===== src/rtl/mtr_pwm_drv.sv =====
// mtr_pwm_drv: dual-motor H-bridge PWM driver.
// Each wheel has a forward and a reverse leg. Duty is taken from the signed
// speed command, sampled once per period. Every period starts with DEAD_CYC
// clocks of all-low. A single over-current event blanks all legs for the rest
// of the period.
// Optional feature: define MTR_PWM_FLT_LATCH_EN to latch a fault after
// FLT_CNT consecutive blanked periods. Without it, fault is tied low.
module mtr_pwm_drv #(
    parameter int PWM_W    = 11,
    parameter int DEAD_CYC = 8,
    parameter int FLT_CNT  = 4
) (
    input  logic               clk,
    input  logic               rst_n,
    input  logic signed [11:0] lft_spd,
    input  logic signed [11:0] rght_spd,
    input  logic               en,
    input  logic               ovr_curr,
    output logic               lft_fwd,
    output logic               lft_rev,
    output logic               rght_fwd,
    output logic               rght_rev,
    output logic               prd_tick,
    output logic               fault
);

    localparam int MAG_W = 11;
    // The pulse end is one bit wider than the counter, so a long pulse runs
    // into the period end and is cut there instead of wrapping.
    localparam int BND_W = ((PWM_W > MAG_W) ? PWM_W : MAG_W) + 1;

`ifdef MTR_PWM_FLT_LATCH_EN
    typedef enum logic [1:0] {ST_OFF, ST_RUN, ST_FAULT} state_t;
    localparam int FC_W = $clog2(FLT_CNT + 1);
    logic [FC_W-1:0] flt_cnt;
`else
    typedef enum logic {ST_OFF, ST_RUN} state_t;
`endif

    state_t           state;
    logic [PWM_W-1:0] cnt;
    logic [MAG_W-1:0] lft_mag;
    logic [MAG_W-1:0] rght_mag;
    logic             lft_dir;
    logic             rght_dir;
    logic             blank;
    logic             wrap;
    logic             drive_ok;
    logic             lft_on;
    logic             rght_on;

    // The magnitude saturates to 2047, so -2048 gives the same duty as +2047.
    function automatic logic [MAG_W-1:0] sat_mag(input logic signed [11:0] spd);
        logic [11:0] neg;
        neg = 12'(-spd);
        if (!spd[11])
            return spd[10:0];
        if (spd[10:0] == 11'd0)
            return 11'h7FF;
        return neg[10:0];
    endfunction

    // The leg is active from DEAD_CYC up to DEAD_CYC+mag (exclusive).
    function automatic logic in_window(input logic [PWM_W-1:0] c,
                                       input logic [MAG_W-1:0] m);
        logic [BND_W-1:0] cw;
        logic [BND_W-1:0] lo;
        logic [BND_W-1:0] hi;
        cw = BND_W'(c);
        lo = BND_W'(DEAD_CYC);
        hi = lo + BND_W'(m);
        return (cw >= lo) && (cw < hi);
    endfunction

    assign wrap     = &cnt;
    assign prd_tick = wrap;

    // ovr_curr gates the legs in the same cycle that it sets blank.
    // The legs therefore drop at the same edge where blank rises.
    assign drive_ok = (state == ST_RUN) && en && !blank && !ovr_curr;
    assign lft_on   = drive_ok && in_window(cnt, lft_mag);
    assign rght_on  = drive_ok && in_window(cnt, rght_mag);

`ifndef MTR_PWM_FLT_LATCH_EN
    assign fault = 1'b0;
`endif

    // Free-running period counter; it runs in every state.
    always_ff @(posedge clk or negedge rst_n) begin
        if (!rst_n)
            cnt <= '0;
        else
            cnt <= cnt + PWM_W'(1);
    end

    // Shadow duty and direction are captured in the last cycle of the period.
    // Capture also runs in OFF, so RUN starts with a fresh command.
    always_ff @(posedge clk or negedge rst_n) begin
        if (!rst_n) begin
            lft_mag  <= '0;
            rght_mag <= '0;
            lft_dir  <= 1'b0;
            rght_dir <= 1'b0;
        end else if (wrap) begin
            lft_mag  <= sat_mag(lft_spd);
            rght_mag <= sat_mag(rght_spd);
            lft_dir  <= lft_spd[11];
            rght_dir <= rght_spd[11];
        end
    end

    // Drive state machine, blanking flag and registered leg outputs.
    always_ff @(posedge clk or negedge rst_n) begin
        if (!rst_n) begin
            state    <= ST_OFF;
            blank    <= 1'b0;
            lft_fwd  <= 1'b0;
            lft_rev  <= 1'b0;
            rght_fwd <= 1'b0;
            rght_rev <= 1'b0;
`ifdef MTR_PWM_FLT_LATCH_EN
            fault    <= 1'b0;
            flt_cnt  <= '0;
`endif
        end else begin
            lft_fwd  <= lft_on  & ~lft_dir;
            lft_rev  <= lft_on  &  lft_dir;
            rght_fwd <= rght_on & ~rght_dir;
            rght_rev <= rght_on &  rght_dir;

            if (wrap || (state != ST_RUN) || !en)
                blank <= 1'b0;
            else if (ovr_curr)
                blank <= 1'b1;

            case (state)
                ST_OFF: begin
                    if (wrap && en)
                        state <= ST_RUN;
                end
                ST_RUN: begin
                    if (!en) begin
                        state <= ST_OFF;
`ifdef MTR_PWM_FLT_LATCH_EN
                        flt_cnt <= '0;
                    end else if (wrap) begin
                        if (blank || ovr_curr) begin
                            if (flt_cnt >= FC_W'(FLT_CNT - 1)) begin
                                state <= ST_FAULT;
                                fault <= 1'b1;
                            end else begin
                                flt_cnt <= flt_cnt + FC_W'(1);
                            end
                        end else begin
                            flt_cnt <= '0;
                        end
`endif
                    end
                end
`ifdef MTR_PWM_FLT_LATCH_EN
                ST_FAULT: begin
                    if (!en) begin
                        state   <= ST_OFF;
                        fault   <= 1'b0;
                        flt_cnt <= '0;
                    end
                end
`endif
                default: state <= ST_OFF;
            endcase
        end
    end

endmodule


===== config.mk =====
export PLATFORM = sky130hd
export DESIGN_NAME = mtr_pwm_drv
export DESIGN_NICKNAME = d
export VERILOG_FILES = /design/src/rtl/mtr_pwm_drv.sv
export SDC_FILE = /design/constraint.sdc
export NUM_CORES = 1
export LEC_CHECK = 0
export CELL_PAD_IN_SITES_DETAIL_PLACEMENT = 0
export CELL_PAD_IN_SITES_GLOBAL_PLACEMENT = 1
export CORE_MARGIN = 2
export CORE_UTILIZATION = 40
export CTS_BUF_LIST = sky130_fd_sc_hd__clkbuf_8
export CTS_CLUSTER_DIAMETER = 200
export CTS_CLUSTER_SIZE = 30
export DETAILED_ROUTE_END_ITERATION = 6
export PLACE_DENSITY = 0.74
export SLEW_MARGIN = 5
export SYNTH_ARGS = -nofsm -noshare
export SYNTH_HDL_FRONTEND = slang
export SYNTH_SLANG_ARGS = --single-unit

===== constraint.sdc =====
create_clock -name clk -period 4.25 [get_ports clk]
set_clock_uncertainty 0.15 [all_clocks]
set_input_delay 0.85 -clock clk [delete_from_list [all_inputs] [get_ports clk]]
set_output_delay 0.85 -clock clk [all_outputs]
set_load 0.05 [all_outputs]

==> results.yml, run 1 <==
cts:
  path_clk_slew_ns: 0.08
  clockRootBuffer: "clkbuf_8"
  cts_buffers: 5
  cts_resized: 0
  cts_tree: "done"
  h-tree-depth: 2
  cts_buffer_depth: 2
  cts.sinks: 41
  ctsHoldBuffers: 0
  clkLatencyLatePin_ns: 0.29
  postCtsSetupBuffers: 0
place:
  place_congestion: 0.830
  dp_hpwl_um: 4730
  portBuffers: 32
finish:
  reg_top3: "cnt (11), lft_mag (11), rght_mag (11)"
  num-nets-final: 378
  area_delta_synth_final_pct: 17.9
  n_antenna_cell: 0
  drive_gt1_share_pct: 8.00
  fill_cells: 651
routing:
  wl_per_cell_um: 14.7
  ant_nets: 0
  route.detailed.drc: 0
  initialDrtViolationCount: 73
  drtPass1Iterations: 4
  via_count: 2156
  wl_um: 5970
  viasPerCell: 5.32
job:
  max-cap-violations: 0
global_routing:
  gr-usage-all-layers_pct: 16.8
  antenna_found_initial: 0
  grt_pass1_vias: 2101
  grt_pass1_wl_um: 10100
  grt_max_degree: 42
  overflow: 0
setup_path:
  worstSetupStartpointType: "flop"
  critPathKind: "reg -> out"
  crit_arrival_ns: 2.77
  cpMaxStageDelayCell: "clkdlybuf4s50_1"
  path_cells: "ha_1 -> and4_1 -> nand4_1 -> buf_4 -> inv_2 -> clkdlybuf4s50_1"
  worstPathMaxFanout: 18
  slowest_delay_ns: 0.87
  critPathCaptureType: "output pin"
  cp.required_ns: 3.25
power:
  peakVddDrop_mv: 0.171
  p_sw_share_pct: 27.4
  pwr-share-clk_pct: 32.3
  finalPower_uw: 867
  power_frac_seq_pct: 49.4
  combPwrFrac_pct: 18.3
  cell_internal_pwr_uw: 630
  power_switching_uw: 237
  p_leak_nw: 1.42
  cellPowerDensity_nw_per_um2: 264
synth:
  ys_top_cells_by_area: "dfrtp_1 37%, ha_1 12%, xnor2_1 5.7%"
  synth-simple-area-share_pct: 19.6
  yosysWarnings: 0
  ys_types: 49
  synth-seq-cells: 41
  netlist_instances: 290
  synth.area.mux_share_pct: 0.360
  syn-cell-area_um2: 2780
  yosysMostFrequentCell: "dfrtp_1"
  synthAdderAreaFrac_pct: 11.7
  postSynthAreaPerCell_um2: 9.60
  ys_top_cells_by_count: "41 x dfrtp_1, 29 x nor2_1, 26 x ha_1"
  synth-edff-count: 0
  synth-seq-area-share_pct: 36.9
  synth_top_family_by_area: "simple AND/OR/NAND/NOR gates"
  yosysTopAreaCellShare_pct: 36.9
  synth_flop_cell: "dfrtp_1"
  synth_xor_area_share_pct: 11.3
  yosysTopAreaCell: "dfrtp_1"
  async_reset_ff_share_pct: 100
  syn_nets: 344
  synth_compound_area_share_pct: 16.7
floorplanning:
  die_area_um2: 7640
  core_area_um2: 6760
  die_w_um: 87.4
  initial_core_util_pct: 41.2
  pin_count: 34
  fp.dieH_um: 87.4
  rows: 30
timing:
  post-route-min-period_ns: 3.77
  worstMarginPinSlew_ns: 0.898
  finalMaxSlewViolations: 0
  fmax_ghz: 0.265
  setup_violations: 0
  fin_tns_setup_ns: 0
  period_share_pct: 88.6
  slew_headroom_pct: 40.1
  rsz0062_at_grt: "no"
  final_hold_viol_count: 0
status:
  status: "completed"
hold_path:
  min_path_type: "reg -> reg"
layer usage:
metal | routed length, um | vias up | GRT usage, %
met5 | 0 | - | 0
li1 | - | 1117 | -
met4 | 124 | 0 | 6.29
met3 | 97 | 11 | 1.71
met2 | 2640 | 29 | 26.1
met1 | 3110 | 999 | 24.0
cells in the final DEF, fill, tap and decap left out, types with 2 or more instances in the layout:
master,Yosys,routed
o21a_1,5,5
o221ai_1,2,2
or4_1,3,3
o41ai_2,4,4
and4_1,4,4
xor2_1,18,18
clkbuf_8,0,7
nand2b_1,4,4
nand4_1,9,9
nor2_1,29,29
a21oi_1,20,20
nand3_1,11,11
inv_1,15,15
o21ai_0,5,5
clkdlybuf4s50_1,0,31
dfrtp_1,41,41
nand2_1,15,15
nor4_1,4,4
nor3b_1,2,2
a2111oi_0,3,3
nor3_1,8,8
a21o_1,2,2
ha_1,26,26
a22oi_2,2,2
a21oi_2,2,2
buf_4,1,2
xnor2_1,18,18
o21ai_1,3,3
o31ai_1,4,4
a31oi_1,2,2
and3_1,5,5
kinds of logic after synthesis:
group                      count (synthesis)
DFF                                       41
xor gates and xnor gates                  36
buffers and inverters                     23
adders and majority gates                 26
AOI/OAI and AO/OA                         61
muxes                                      1
other                                      1
and+or+nand+nor                          101
critical path: cells and delay by family (launching register included):
family | cells | cell delay, ns
adders and majority gates | 1 | 0.24
and+or+nand+nor | 2 | 0.42
buffers and inverters | 3 | 1.36
DFF | 1 | 0.46
worst paths after layout:
path                                  from        to  slack (ns)  cells past startpoint
worst max-delay path                cnt[1]  prd_tick        0.48                      6
worst min-delay path              rght_dir  rght_fwd        0.35                      1
worst max register to register  lft_mag[5]   lft_rev        1.89                      9
worst min register to register    rght_dir  rght_fwd        0.35                      1
max in group asynchronous            rst_n    cnt[4]        2.85                      1
min in group asynchronous            rst_n   cnt[10]        0.53                      1
power groups by stage:
stage	registers, mW	logic [mW]	clock network [mW]
after global routing	0.432	0.181	0.303
after global placement	0.436	0.161	0
final	0.428	0.159	0.280
after floorplan	0.430	0.0949	0
after detailed placement	0.436	0.161	0
after CTS	0.428	0.162	0.286
final cells by class:
class	instances	area, um^2	area share [%]
Multi-Input combinational cell	226	1660	50.7
Sequential cell	41	1030	31.3
Timing Repair Buffer	34	330	10.1
Tap cell	80	100	3.05
Clock buffer	7	96.3	2.94
Inverter	16	60.1	1.83
Clock inverter	1	5.00	0.152
through the flow:
step	hold WS (ns)	instance area, um^2	setup slack (ns)	instances	utilization (%)
after floorplan	0.276	2780	1.77	290	-
after global placement	0.324	3180	0.823	397	47.1
after detailed placement	0.331	3180	0.802	397	47.1
after CTS	0.349	3280	0.473	405	48.6
after global routing	0.380	3280	0.309	405	48.6
final	0.349	3280	0.483	405	48.6
Note: power is estimated with default switching activity, not from simulation.
==> run 2, diff against run 1 <==
- SKIP_CTS_REPAIR_TIMING: unset -> 1
==> results of run 2 <==
Same layout as run 1: the final DEF is identical, and so are final timing and power.
==> run 3, diff against run 2 <==
- ABC_AREA: unset -> 1
- CORE_UTILIZATION: 40 -> 46
- PLACE_DENSITY: 0.74 -> 0.87
==> run 3 against run 2 <==
Effect of this change:
- combinational power fell by 49%
- count of clock-buffer cells in the layout fell by 1
- critical path type unchanged
- final cell count rose by 30%
- largest cell class unchanged
- critical path depth did not move
- synthesized cell count rose by 43%
- first-iteration DRC count fell by 15%
- worst setup slack improved by 0.29 ns
==> results.yml, run 3 <==
setup_path:
  critPathCaptureType: "output pin"
  r2r-start: "rght_mag[3]"
  worstPathMaxFanout: 5
  r2r_end: "rght_fwd"
  r2r_slack_ns: 1.98
  crit_arrival_ns: 2.47
  worstSetupStartpointType: "flop"
  cp.required_ns: 3.25
  critPathKind: "reg -> out"
  reg2regPathDepth: 12
synth:
  synth_flop_cell: "dfrtp_1"
  syn-cell-area_um2: 3050
  syn_nets: 469
  yosysWarnings: 0
  yosysMostFrequentCell: "nand2_1"
  ys_top_cells_by_count: "104 x nand2_1, 65 x inv_1, 49 x nor2_1"
  synth-seq-area-share_pct: 33.6
  netlist_instances: 415
  ys_types: 40
  synth-seq-cells: 41
  synth-edff-count: 0
  yosysTopAreaCell: "dfrtp_1"
  async_reset_ff_share_pct: 100
  postSynthAreaPerCell_um2: 7.36
  ys_top_cells_by_area: "dfrtp_1 34%, nand2_1 13%, ha_1 11%"
  yosysTopAreaCellShare_pct: 33.6
cts:
  cts_buffers: 5
  clockRootBuffer: "clkbuf_8"
  h-tree-depth: 2
  cts_buffer_depth: 2
  clkLatencyLatePin_ns: 0.29
  cts_tree: "done"
  cts.sinks: 41
  path_clk_slew_ns: 0.08
routing:
  viasPerCell: 4.87
  via_count: 2562
  drtPass1Iterations: 4
  initialDrtViolationCount: 62
  wl_per_cell_um: 11.3
  route.detailed.drc: 0
  ant_nets: 0
  wl_um: 5960
finish:
  num-nets-final: 503
  most-common-layout-cells: "104 x nand2_1, 66 x inv_1, 49 x nor2_1, 41 x dfrtp_1, 31 x clkdlybuf4s50_1"
  instances_no_fill: 526
  area_delta_synth_final_pct: 14.9
  reg_top3: "cnt (11), lft_mag (11), rght_mag (11)"
  fill_cells: 630
  final_common_cell: "nand2_1"
  fin_area_um2: 3510
  final_util_pct: 55.0
  n_antenna_cell: 0
  drive_gt1_share_pct: 5.35
floorplanning:
  rows: 29
  pin_count: 34
  fp.dieH_um: 85.5
  core_area_um2: 6390
  initial_core_util_pct: 47.8
  die_area_um2: 7310
  die_w_um: 85.5
hold_path:
  min_path_type: "reg -> reg"
  worstHoldPathCells: 1
  whs_endpoint: "rght_fwd"
  min-delay-start: "rght_dir"
timing:
  worstMarginPinSlew_ns: 0.919
  post-route-min-period_ns: 3.47
  finalMaxSlewViolations: 0
  slew_headroom_pct: 38.7
  finalWorstSetupSlack_ns: 0.778
  final_hold_viol_count: 0
  rsz0062_at_grt: "no"
  period_share_pct: 81.7
  fmax_ghz: 0.288
  setup_violations: 0
  holdWs_ns: 0.281
  fin_tns_setup_ns: 0
power:
  finalPower_uw: 727
  combPwrFrac_pct: 11.2
  pwr-share-clk_pct: 35.1
  p_sw_share_pct: 23.8
  power_switching_uw: 173
  peakVddDrop_mv: 0.136
  cellPowerDensity_nw_per_um2: 207
  cell_internal_pwr_uw: 554
  power_frac_seq_pct: 53.7
  p_leak_nw: 1.99
status:
  status: "completed"
place:
  placed_cells: 519
  post_dp_cell_area_um2: 3420
  dp_hpwl_um: 4700
  portBuffers: 32
  place_congestion: 0.848
  place_ws_ns: 1.09
global_routing:
  grt_max_degree: 42
  antenna_found_initial: 0
  overflow: 0
  grt_pass1_vias: 2317
  gr-usage-all-layers_pct: 18.4
  grt_pass1_wl_um: 10800
job:
  max-cap-violations: 0
==> run 3: cell families after synthesis <==
| family | after synthesis | synth area share (%) |
|---|---|---|
| simple gates | 209 | 30.5 |
| xor+xnor | 25 | 7.17 |
| flops | 41 | 33.6 |
| compound gates | 38 | 7.54 |
| other cells | 1 | 0.123 |
| mux | 1 | 0.369 |
| buf+inv | 74 | 10.0 |
| fa+ha+maj | 26 | 10.7 |
==> run 3: how the worst max path moves through the flow <==
stage	slack [ns]	start	cells after the start	endpoint
final	0.78	cnt[1]	6	prd_tick
after global routing	0.59	cnt[1]	6	prd_tick
after CTS	0.76	cnt[1]	6	prd_tick
after detailed placement	1.09	cnt[1]	6	prd_tick
after global placement	1.10	cnt[1]	6	prd_tick
after floorplan	1.49	cnt[1]	5	prd_tick
==> run 3: critical path, cell delays in order, from the launching register on <==
cell and delay [ns]:
dfrtp_1 0.41, ha_1 0.21, nand2_1 0.18, nor3_1 0.38, nand3_1 0.11, nor2_1 0.10, clkdlybuf4s50_1 0.80
==> run 3: final cells by class <==
type,instances,area (um^2),share of cell area (%)
clock inverter,1,3.75,0.107
clock buffer,6,82.6,2.35
timing repair buffer,32,315,8.98
tap,77,96.3,2.75
sequential,41,1030,29.2
inverter,69,264,7.52
multi-input combinational,300,1720,49.1
==> run 3: metal layers <==
| layer | track usage, % | wire length (um) | vias up |
|---|---|---|---|
| li1 | - | - | 1373 |
| met4 | 4.33 | 61 | 0 |
| met5 | 0 | 0 | - |
| met1 | 28.1 | 3190 | 1148 |
| met3 | 3.21 | 193 | 6 |
| met2 | 26.9 | 2510 | 35 |
==> run 3: power by group through the flow <==
stage	sequential (mW)	combinational [mW]	clock [mW]
after floorplan	0.398	0.0398	0
after global placement	0.398	0.0816	0
after detailed placement	0.398	0.0825	0
after CTS	0.390	0.0828	0.264
after global routing	0.390	0.0934	0.276
final	0.390	0.0813	0.256
